## src/rtl/hex_scroll_pkg.sv

```systemverilog
// rtl/hex_scroll_pkg.sv - shared character codes, message table and FSM state type
package hex_scroll_pkg;

  typedef enum logic [1:0] {
    ST_IDLE  = 2'd0,
    ST_RUN   = 2'd1,
    ST_PAUSE = 2'd2
  } state_e;

  // Codes understood by the downstream 3-bit seven-segment decoders
  localparam logic [2:0] CH_D     = 3'd0;
  localparam logic [2:0] CH_E     = 3'd1;
  localparam logic [2:0] CH_1     = 3'd2;
  localparam logic [2:0] CH_0     = 3'd3;
  localparam logic [2:0] CH_2     = 3'd4;
  localparam logic [2:0] CH_BLANK = 3'd7;

  localparam int MSG_LEN = 8;

  // MSG[0] is the rightmost element of the concatenation
  localparam logic [MSG_LEN-1:0][2:0] MSG = {
    CH_BLANK, CH_BLANK, CH_BLANK, CH_BLANK, CH_BLANK, CH_D, CH_E, CH_2
  };

  function automatic logic [2:0] msg_char(input logic [2:0] digit, input logic [2:0] rot);
    logic [2:0] idx;
    idx = digit - rot;
    return MSG[idx];
  endfunction

endpackage

```

## src/rtl/hex_scroll_ctrl_tick_gen.sv

```systemverilog
// rtl/hex_scroll_ctrl_tick_gen.sv - scroll-step prescaler with terminal-count strobe
module tick_gen #(
  parameter int TICK_DIV = 50_000_000
) (
  input  logic clk,
  input  logic rst_n,
  input  logic en,
  input  logic clr,
  output logic done
);

  localparam int CW = (TICK_DIV > 2) ? $clog2(TICK_DIV) : 1;
  localparam logic [CW-1:0] TERM = CW'(TICK_DIV - 1);

  logic [CW-1:0] cnt_q, cnt_d;

  // Holding en low freezes the count so a resumed interval finishes where it left off
  assign done = en & ~clr & (cnt_q == TERM);

  always_comb begin
    cnt_d = cnt_q;
    if (clr) begin
      cnt_d = '0;
    end else if (en) begin
      cnt_d = (cnt_q == TERM) ? '0 : cnt_q + 1'b1;
    end
  end

  always_ff @(posedge clk) begin
    if (!rst_n) begin
      cnt_q <= '0;
    end else begin
      cnt_q <= cnt_d;
    end
  end

endmodule

```

## src/rtl/hex_scroll_ctrl.sv

```systemverilog
// rtl/hex_scroll_ctrl.sv - run/pause/step scroller rotating a fixed message over 8 hex digits
module hex_scroll_ctrl
  import hex_scroll_pkg::*;
#(
  parameter int NUM_DISP = 8,
  parameter int TICK_DIV = 50_000_000
) (
  input  logic                     clk,
  input  logic                     rst_n,
  input  logic                     start,
  input  logic                     pause,
  input  logic                     step,
  input  logic                     clear,
  input  logic                     dir,
  output logic [NUM_DISP-1:0][2:0] char_vec,
  output logic [2:0]               pos,
  output logic [1:0]               state,
  output logic                     tick
);

  state_e     state_q, state_d;
  logic [2:0] pos_q, pos_d;
  logic       tick_q, tick_d;
  logic       start_q, pause_q, step_q;
  logic       start_edge, pause_edge, step_edge;
  logic       advance;
  logic       tg_en, tg_clr, tg_done;

  assign start_edge = start & ~start_q;
  assign pause_edge = pause & ~pause_q;
  assign step_edge  = step  & ~step_q;

  assign tg_en  = (state_q == ST_RUN);
  assign tg_clr = clear | (state_q == ST_IDLE);

  tick_gen #(.TICK_DIV(TICK_DIV)) u_tick_gen (
    .clk  (clk),
    .rst_n(rst_n),
    .en   (tg_en),
    .clr  (tg_clr),
    .done (tg_done)
  );

  // Request priority: clear, then pause, then start, then step
  always_comb begin
    state_d = state_q;
    pos_d   = pos_q;
    tick_d  = 1'b0;
    advance = 1'b0;
    if (clear) begin
      state_d = ST_IDLE;
      pos_d   = 3'd0;
    end else begin
      case (state_q)
        ST_IDLE: begin
          if (start_edge && !pause_edge) state_d = ST_RUN;
        end
        ST_RUN: begin
          if (pause_edge) state_d = ST_PAUSE;
          advance = tg_done;
        end
        ST_PAUSE: begin
          if (pause_edge) begin
            state_d = ST_PAUSE;
          end else if (start_edge) begin
            state_d = ST_RUN;
          end else if (step_edge) begin
            advance = 1'b1;
          end
        end
        default: state_d = ST_IDLE;
      endcase
      if (advance) begin
        pos_d = dir ? pos_q - 3'd1 : pos_q + 3'd1;
      end
      tick_d = advance;
    end
  end

  always_ff @(posedge clk) begin
    if (!rst_n) begin
      state_q <= ST_IDLE;
      pos_q   <= 3'd0;
      tick_q  <= 1'b0;
      start_q <= 1'b1;
      pause_q <= 1'b1;
      step_q  <= 1'b1;
    end else begin
      state_q <= state_d;
      pos_q   <= pos_d;
      tick_q  <= tick_d;
      start_q <= start;
      pause_q <= pause;
      step_q  <= step;
    end
  end

  for (genvar i = 0; i < NUM_DISP; i++) begin : g_digit
    assign char_vec[i] = msg_char(3'(i), pos_q);
  end

  assign pos   = pos_q;
  assign state = state_q;
  assign tick  = tick_q;

endmodule
```

## config.mk

```make
export PLATFORM = sky130hd
export DESIGN_NAME = hex_scroll_ctrl
export DESIGN_NICKNAME = d
export VERILOG_FILES = /design/src/rtl/hex_scroll_pkg.sv /design/src/rtl/hex_scroll_ctrl_tick_gen.sv /design/src/rtl/hex_scroll_ctrl.sv
export SDC_FILE = /design/constraint.sdc
export NUM_CORES = 1
export LEC_CHECK = 0
export ABC_AREA = 1
export ABC_CLOCK_PERIOD_IN_PS = 4380
export CORE_MARGIN = 5
export CORE_UTILIZATION = 45
export CTS_CLUSTER_DIAMETER = 50
export DETAILED_ROUTE_END_ITERATION = 8
export GPL_TIMING_DRIVEN = 1
export PLACE_DENSITY = 0.8
export SLEW_MARGIN = 20
export SYNTH_ARGS = -nofsm -noshare
export SYNTH_HDL_FRONTEND = slang
export SYNTH_SLANG_ARGS = --single-unit
```

## constraint.sdc

```tcl
create_clock -name clk -period 4.38 [get_ports clk]
set_input_delay 0.876 -clock clk [delete_from_list [all_inputs] [get_ports clk]]
set_output_delay 0.876 -clock clk [all_outputs]
set_load 0.03 [all_outputs]
```

==> results of run 1 <==
[layout make-up]
type	instances	area (um^2)
inverter	58	218
fill	446	2030
clock inverter	3	15.0
tap	67	83.8
clock buffer	5	68.8
timing repair buffer	36	360
sequential	35	701
multi-input combinational	233	1250
[cell usage after synthesis, drive strengths merged]
cell     n  area share (%)
or2      4             1.1
nand2   86              16
ha      13             7.5
o21ai   10             2.5
dfxtp   35              32
o2111a   1            0.52
o211ai   1            0.34
nor2    64              14
buf      1            0.52
o21a     2            0.69
inv     58              10
nand3b   1            0.34
fa       1            0.92
a21oi   15             3.4
nor3     5             1.1
nand3   15             3.9
xor2     4             1.6
o21bai   1            0.34
nand4    6             1.7
xnor2    2            0.80
nor3b    1            0.34
o22ai    1            0.29
[worst reg2reg max path, stage by stage (launching register included)]
cell and delay, ps:
dfxtp_1 360, inv_1 110, ha_1 350, inv_2 130, nor2_4 170, nand2_1 130
nor2_1 130, nand2_1 120, nor2_1 150, nand2_1 60, nand2_1 50, nor2_1 40
[routing by layer]
layer,part of all wire (%),routed length (um),GRT usage (%),vias up
li1,-,-,-,1092
met1,48,2270,20.6,921
met2,45,2100,26.5,50
met3,6.0,281,3.61,6
met4,0.98,46,4.64,0
met5,0,0,0,-
[path summary, 6_finish.rpt]
path	from	endpoint	slack, ps
worst min-delay path	u_tick_gen.cnt_q[11]	u_tick_gen.cnt_q[11]	480
worst max-delay path	pos[0]	char_vec[20]	1100
worst max register to register	state[1]	u_tick_gen.cnt_q[13]	2490
worst min register to register	u_tick_gen.cnt_q[11]	u_tick_gen.cnt_q[11]	480
[power by group]
group	internal [W]	switching (W)
clock	0.000109	0.000117
combinational	0.0000167	0.0000237
sequential	0.000321	0.00000182
[state kept, by name, indices dropped and copies added (netlist names)]
register	count
pause_q	1
pos	3
start_q	1
state	2
step_q	1
tick	1
u_tick_gen.cnt_q	26
[cells by family after synthesis]
logic type	Yosys count	synth area share, %
xor gates and xnor gates	6	2.41
and+or+nand+nor	182	38.5
DFF	35	32.1
adders and majority gates	14	8.38
AOI/OAI and AO/OA	31	8.09
buffers and inverters	59	10.5
[stage by stage]
step	cell area (um^2)	utilization (%)
floorplan	2180	-
global placement	2610	55.3
detailed placement	2610	55.3
CTS	2700	57.1
global route	2700	57.1
finish	2700	57.1
==> flow_metrics.env, run 1 <==
export IMPL_outcome="finished, final reports clean"
export IMPL_insertion_delay_ps=290
export IMPL_setup_slack_ps=1100
export IMPL_grt_ovfl_total=0
export IMPL_fin_crit_sh_pct=74.9
export IMPL_grt_max_degree=13
export IMPL_power_w=0.000588
export IMPL_final_net_count=390
export IMPL_cp_cell_sequence="inv_1 > ha_1 > xor2_1 > inv_1 > nand2_1 > clkdlybuf4s50_1"
export IMPL_wl_um=4700
export IMPL_yosysUniqueCellTypes=30
export IMPL_drive_gt1_share_pct=10.3
export IMPL_clk_path_buf_depth=2
export IMPL_drc=0
export IMPL_whs_ps=480
export IMPL_drtPass1Iterations=4
export IMPL_h_tree_depth=2
export IMPL_pre_cts_ws_ps=1390
export IMPL_crit_cells=6
export IMPL_setup_viol=0
export IMPL_r2r_cells=11
export IMPL_drv_slew=0
export IMPL_ant_nets=0
export IMPL_final_common_cell="nand2_1"
export IMPL_synth_net_count=348
export IMPL_dp_hpwl_um=3760
export IMPL_hold_viol_final=0
export IMPL_cts_tree="done"
export IMPL_peakVddDrop_uv=160
export IMPL_power_per_cell_area_nw_per_um2=218
export IMPL_drt_initial_drc_count=101
export IMPL_maxSlewHeadroom_pct=77.8
export IMPL_vias_per_cell=4.73
export IMPL_tightest_slew_ps=332
export IMPL_setup_tns_ps=0
export IMPL_rsz0062_at_grt="no"
export IMPL_design_die_area_um2=6340
export IMPL_syn_area_um2=2180
export IMPL_wl_per_cell_um=10.8
export IMPL_place_inst=429
export IMPL_fin_skew_ps=4.88
export IMPL_holdCritPathClass="flip-flop to flip-flop"
export IMPL_die_h_um=79.6
export IMPL_cts_root_buf="clkbuf_8"
export IMPL_cts_hold_buf=0
export IMPL_path_clk_slew_ps=70
export IMPL_max_stage_delay_ps=680
export IMPL_crit_required_ps=3500
export IMPL_cp_max_fo=7
export IMPL_critPathBufInv=3
export IMPL_critPathKind="flip-flop to primary output"
export IMPL_grt_usage_pct=16.0
export IMPL_min_path_cells=2
export IMPL_syn_to_final_growth_pct=23.7
export IMPL_ys_seq_elements=35
export IMPL_cts_resized=0
export IMPL_crit_path_end_kind="primary output"
export IMPL_fin_crit_ps=3280
export IMPL_ys_warn_count=0
export IMPL_die_width_um=79.6
export IMPL_cts_setup_buffers=0
export IMPL_cp_arrival_ps=2400
export IMPL_place_gp_congestion=0.836
export IMPL_numClockSinks=35
export IMPL_diodes=0
export IMPL_startpoint_type="flip-flop"
export IMPL_coreArea_um2=4720
export IMPL_crit_top_cell="inv_1"
export IMPL_power_leakage_nw=1.03
export IMPL_rows=25
export IMPL_yosysSeqAreaShare_pct=32.1
export IMPL_most_common_layout_cells="77 x nand2_1, 54 x inv_1, 54 x nor2_1"
export IMPL_portBuffers=36
export IMPL_antenna_found_initial=0
export IMPL_syn_inst=327
export IMPL_cp_slowest_cell="clkdlybuf4s50_1"
export IMPL_vias=2069
export IMPL_initial_core_util_pct=46.1
export IMPL_grt_pass1_vias=1897
export IMPL_grt_pass1_wl_um=8200
export IMPL_cts_buffers=5
export IMPL_cp_top_family="buffers and inverters"
export IMPL_finalNonFillerCells=437
export IMPL_cap_violations=0
export IMPL_synth_area_per_cell_um2=6.67
export IMPL_io_pins=37
export IMPL_timing_fmax_mhz=305
Power figures use the tool's default switching activity.
==> run 2, diff against run 1 <==
- ABC_CLOCK_PERIOD_IN_PS: 4380 -> 3100
- clock period: 4.38 -> 3.1 ns (I/O delays scaled with it)
==> flow_metrics.env, run 2 (synthesis gave the netlist of run 1 again) <==
export IMPL_coreArea_um2=4720
export IMPL_cap_violations=0
export IMPL_fillers=442
export IMPL_timing_fmax_mhz=338
export IMPL_most_common_layout_cells="77 x nand2_1, 54 x inv_1, 54 x nor2_1"
export IMPL_grt_ovfl_total=0
export IMPL_largest_reg_flops=26
export IMPL_rsz0062_at_grt="no"
export IMPL_cts_tree="done"
export IMPL_p_int_w=0.000630
export IMPL_min_path_cells=2
export IMPL_drtPass1Iterations=4
export IMPL_holdCritPathClass="flip-flop to flip-flop"
export IMPL_grt_usage_pct=16.2
export IMPL_design_die_area_um2=6340
export IMPL_hold_viol_final=0
export IMPL_wl_per_cell_um=10.7
export IMPL_fin_skew_ps=4.36
export IMPL_crit_top_cell="inv_1"
export IMPL_power_w=0.000831
export IMPL_dp_hpwl_um=3750
export IMPL_use_met1_pct=20.0
export IMPL_initial_core_util_pct=46.1
export IMPL_diodes=0
export IMPL_peakVddDrop_uv=213
export IMPL_final_common_cell="nand2_1"
export IMPL_grt_use_met3_pct=3.95
export IMPL_seqPwrFrac_pct=54.9
export IMPL_insertion_delay_ps=290
export IMPL_max_stage_delay_ps=660
export IMPL_h_tree_depth=2
export IMPL_die_h_um=79.6
export IMPL_cts_root_buf="clkbuf_8"
export IMPL_startpoint_type="flip-flop"
export IMPL_cp_cell_sequence="inv_1 > ha_1 > inv_1 > ha_1 > inv_1 > nand2_1 > clkdlybuf4s50_1"
export IMPL_clk_path_buf_depth=2
export IMPL_crit_required_ps=2480
export IMPL_vias=2060
export IMPL_crit_reg2reg_capture="u_tick_gen.cnt_q[13]"
export IMPL_final_util_pct=57.3
export IMPL_grt_pass1_vias=1944
export IMPL_outcome="finished, final reports clean"
export IMPL_cp_slowest_cell="clkdlybuf4s50_1"
export IMPL_numClockSinks=35
export IMPL_grt_pass1_wl_um=8270
export IMPL_switching_share_pct=24.1
export IMPL_path_clk_slew_ps=70
export IMPL_fin_crit_sh_pct=95.4
export IMPL_place_gp_congestion=0.836
export IMPL_top_register="u_tick_gen.cnt_q"
export IMPL_r2r_cells=11
export IMPL_rows=25
export IMPL_io_pins=37
export IMPL_grtUsageMet2_pct=27.3
export IMPL_power_per_cell_area_nw_per_um2=307
export IMPL_critPathKind="flip-flop to primary output"
export IMPL_min_to="u_tick_gen.cnt_q[11]"
export IMPL_drv_slew=0
export IMPL_critPathBufInv=4
export IMPL_drt_initial_drc_count=107
export IMPL_power_leakage_nw=1.05
export IMPL_cp_max_fo=7
export IMPL_maxSlewHeadroom_pct=77.1
export IMPL_grt_max_degree=13
export IMPL_antenna_found_initial=0
export IMPL_drive_gt1_share_pct=10.3
export IMPL_ant_nets=0
export IMPL_syn_to_final_growth_pct=24.2
export IMPL_reg2reg_from="state[1]"
export IMPL_fin_crit_ps=2960
export IMPL_final_net_count=390
export IMPL_seq_area_um2=701
export IMPL_rrSetupSlack_ps=1220
export IMPL_drc=0
export IMPL_die_width_um=79.6
export IMPL_portBuffers=36
export IMPL_crit_path_end_kind="primary output"
export IMPL_multi_input_comb_area_um2=1250
export IMPL_setup_tns_ps=0
export IMPL_power_switching_w=0.000200
export IMPL_cts_buffers=5
export IMPL_clock_power_share_pct=38.3
export IMPL_wl_um=4700
export IMPL_cp_top_family="buffers and inverters"
export IMPL_grt_busiest_layer="met2"
export IMPL_min_from="u_tick_gen.cnt_q[11]"
export IMPL_pwr_share_comb_pct=6.9
export IMPL_cp_arrival_ps=2340
export IMPL_vias_per_cell=4.71
export IMPL_tightest_slew_ps=343
export IMPL_setup_viol=0
-- run 2: cell types whose count changed in the layout (fill, tap and decap cells not counted) --
cell | previous run | this run
clkdlybuf4s50_1 | 36 | 32
dlymetal6s2s_1 | 0 | 4
-- run 2: per-layer routing --
| metal | up-vias | share of wire, % |
|---|---|---|
| met4 | 0 | 1.3 |
| met5 | - | 0 |
| met2 | 51 | 45 |
| li1 | 1092 | - |
| met3 | 8 | 6.3 |
| met1 | 909 | 47 |
-- run 2: per-stage QoR --
step	setup WS, ps	instance area [um^2]	instances	hold WS [ps]
after floorplan	796	2180	327	454
after global placement	452	2610	429	475
after detailed placement	362	2610	429	477
after CTS	40.0	2700	437	488
after global routing	4.33	2710	437	512
final	142	2710	437	481
-- run 2: power groups by stage --
stage | clock network (W) | logic [W] | registers (W)
5_1_grt | 0.000347 | 0.0000628 | 0.000456
6_report | 0.000318 | 0.0000569 | 0.000456
4_1_cts | 0.000328 | 0.0000571 | 0.000456
3_5_place_dp | 0 | 0.0000568 | 0.000466
2_1_floorplan | 0 | 0.0000352 | 0.000468
3_3_place_gp | 0 | 0.0000560 | 0.000466
-- run 2: worst max path at each step --
stage,from,end,depth (start not counted)
4_1_cts,pos[0],char_vec[20],6
2_1_floorplan,pos[0],char_vec[20],5
6_report,pos[0],char_vec[14],7
5_1_grt,pos[0],char_vec[14],7
3_3_place_gp,pos[0],char_vec[20],6
3_5_place_dp,pos[0],char_vec[20],6
-- run 2: final cells by class --
type	instances	area share, %
tap	67	3.10
timing repair buffer	36	13.7
multi-input combinational	233	46.2
clock buffer	5	2.54
sequential	35	25.9
inverter	58	8.04
clock inverter	3	0.555
-- run 2: repair_timing --
action,in CTS,in global routing
setup endpoints to repair,0,4
hold buffers,0,0
resized for setup,0,4
endpoints found under the hold margin,0,0
setup buffers,0,0
-- run 2: worst register-to-register path, stage by stage (launching register included) --
cell and delay [ps]:
dfxtp_1 360, inv_1 110, ha_1 350, inv_2 130, nor2_4 170, nand2_1 130
nor2_1 130, nand2_1 120, nor2_1 140, nand2_1 60, nand2_1 50, nor2_1 40
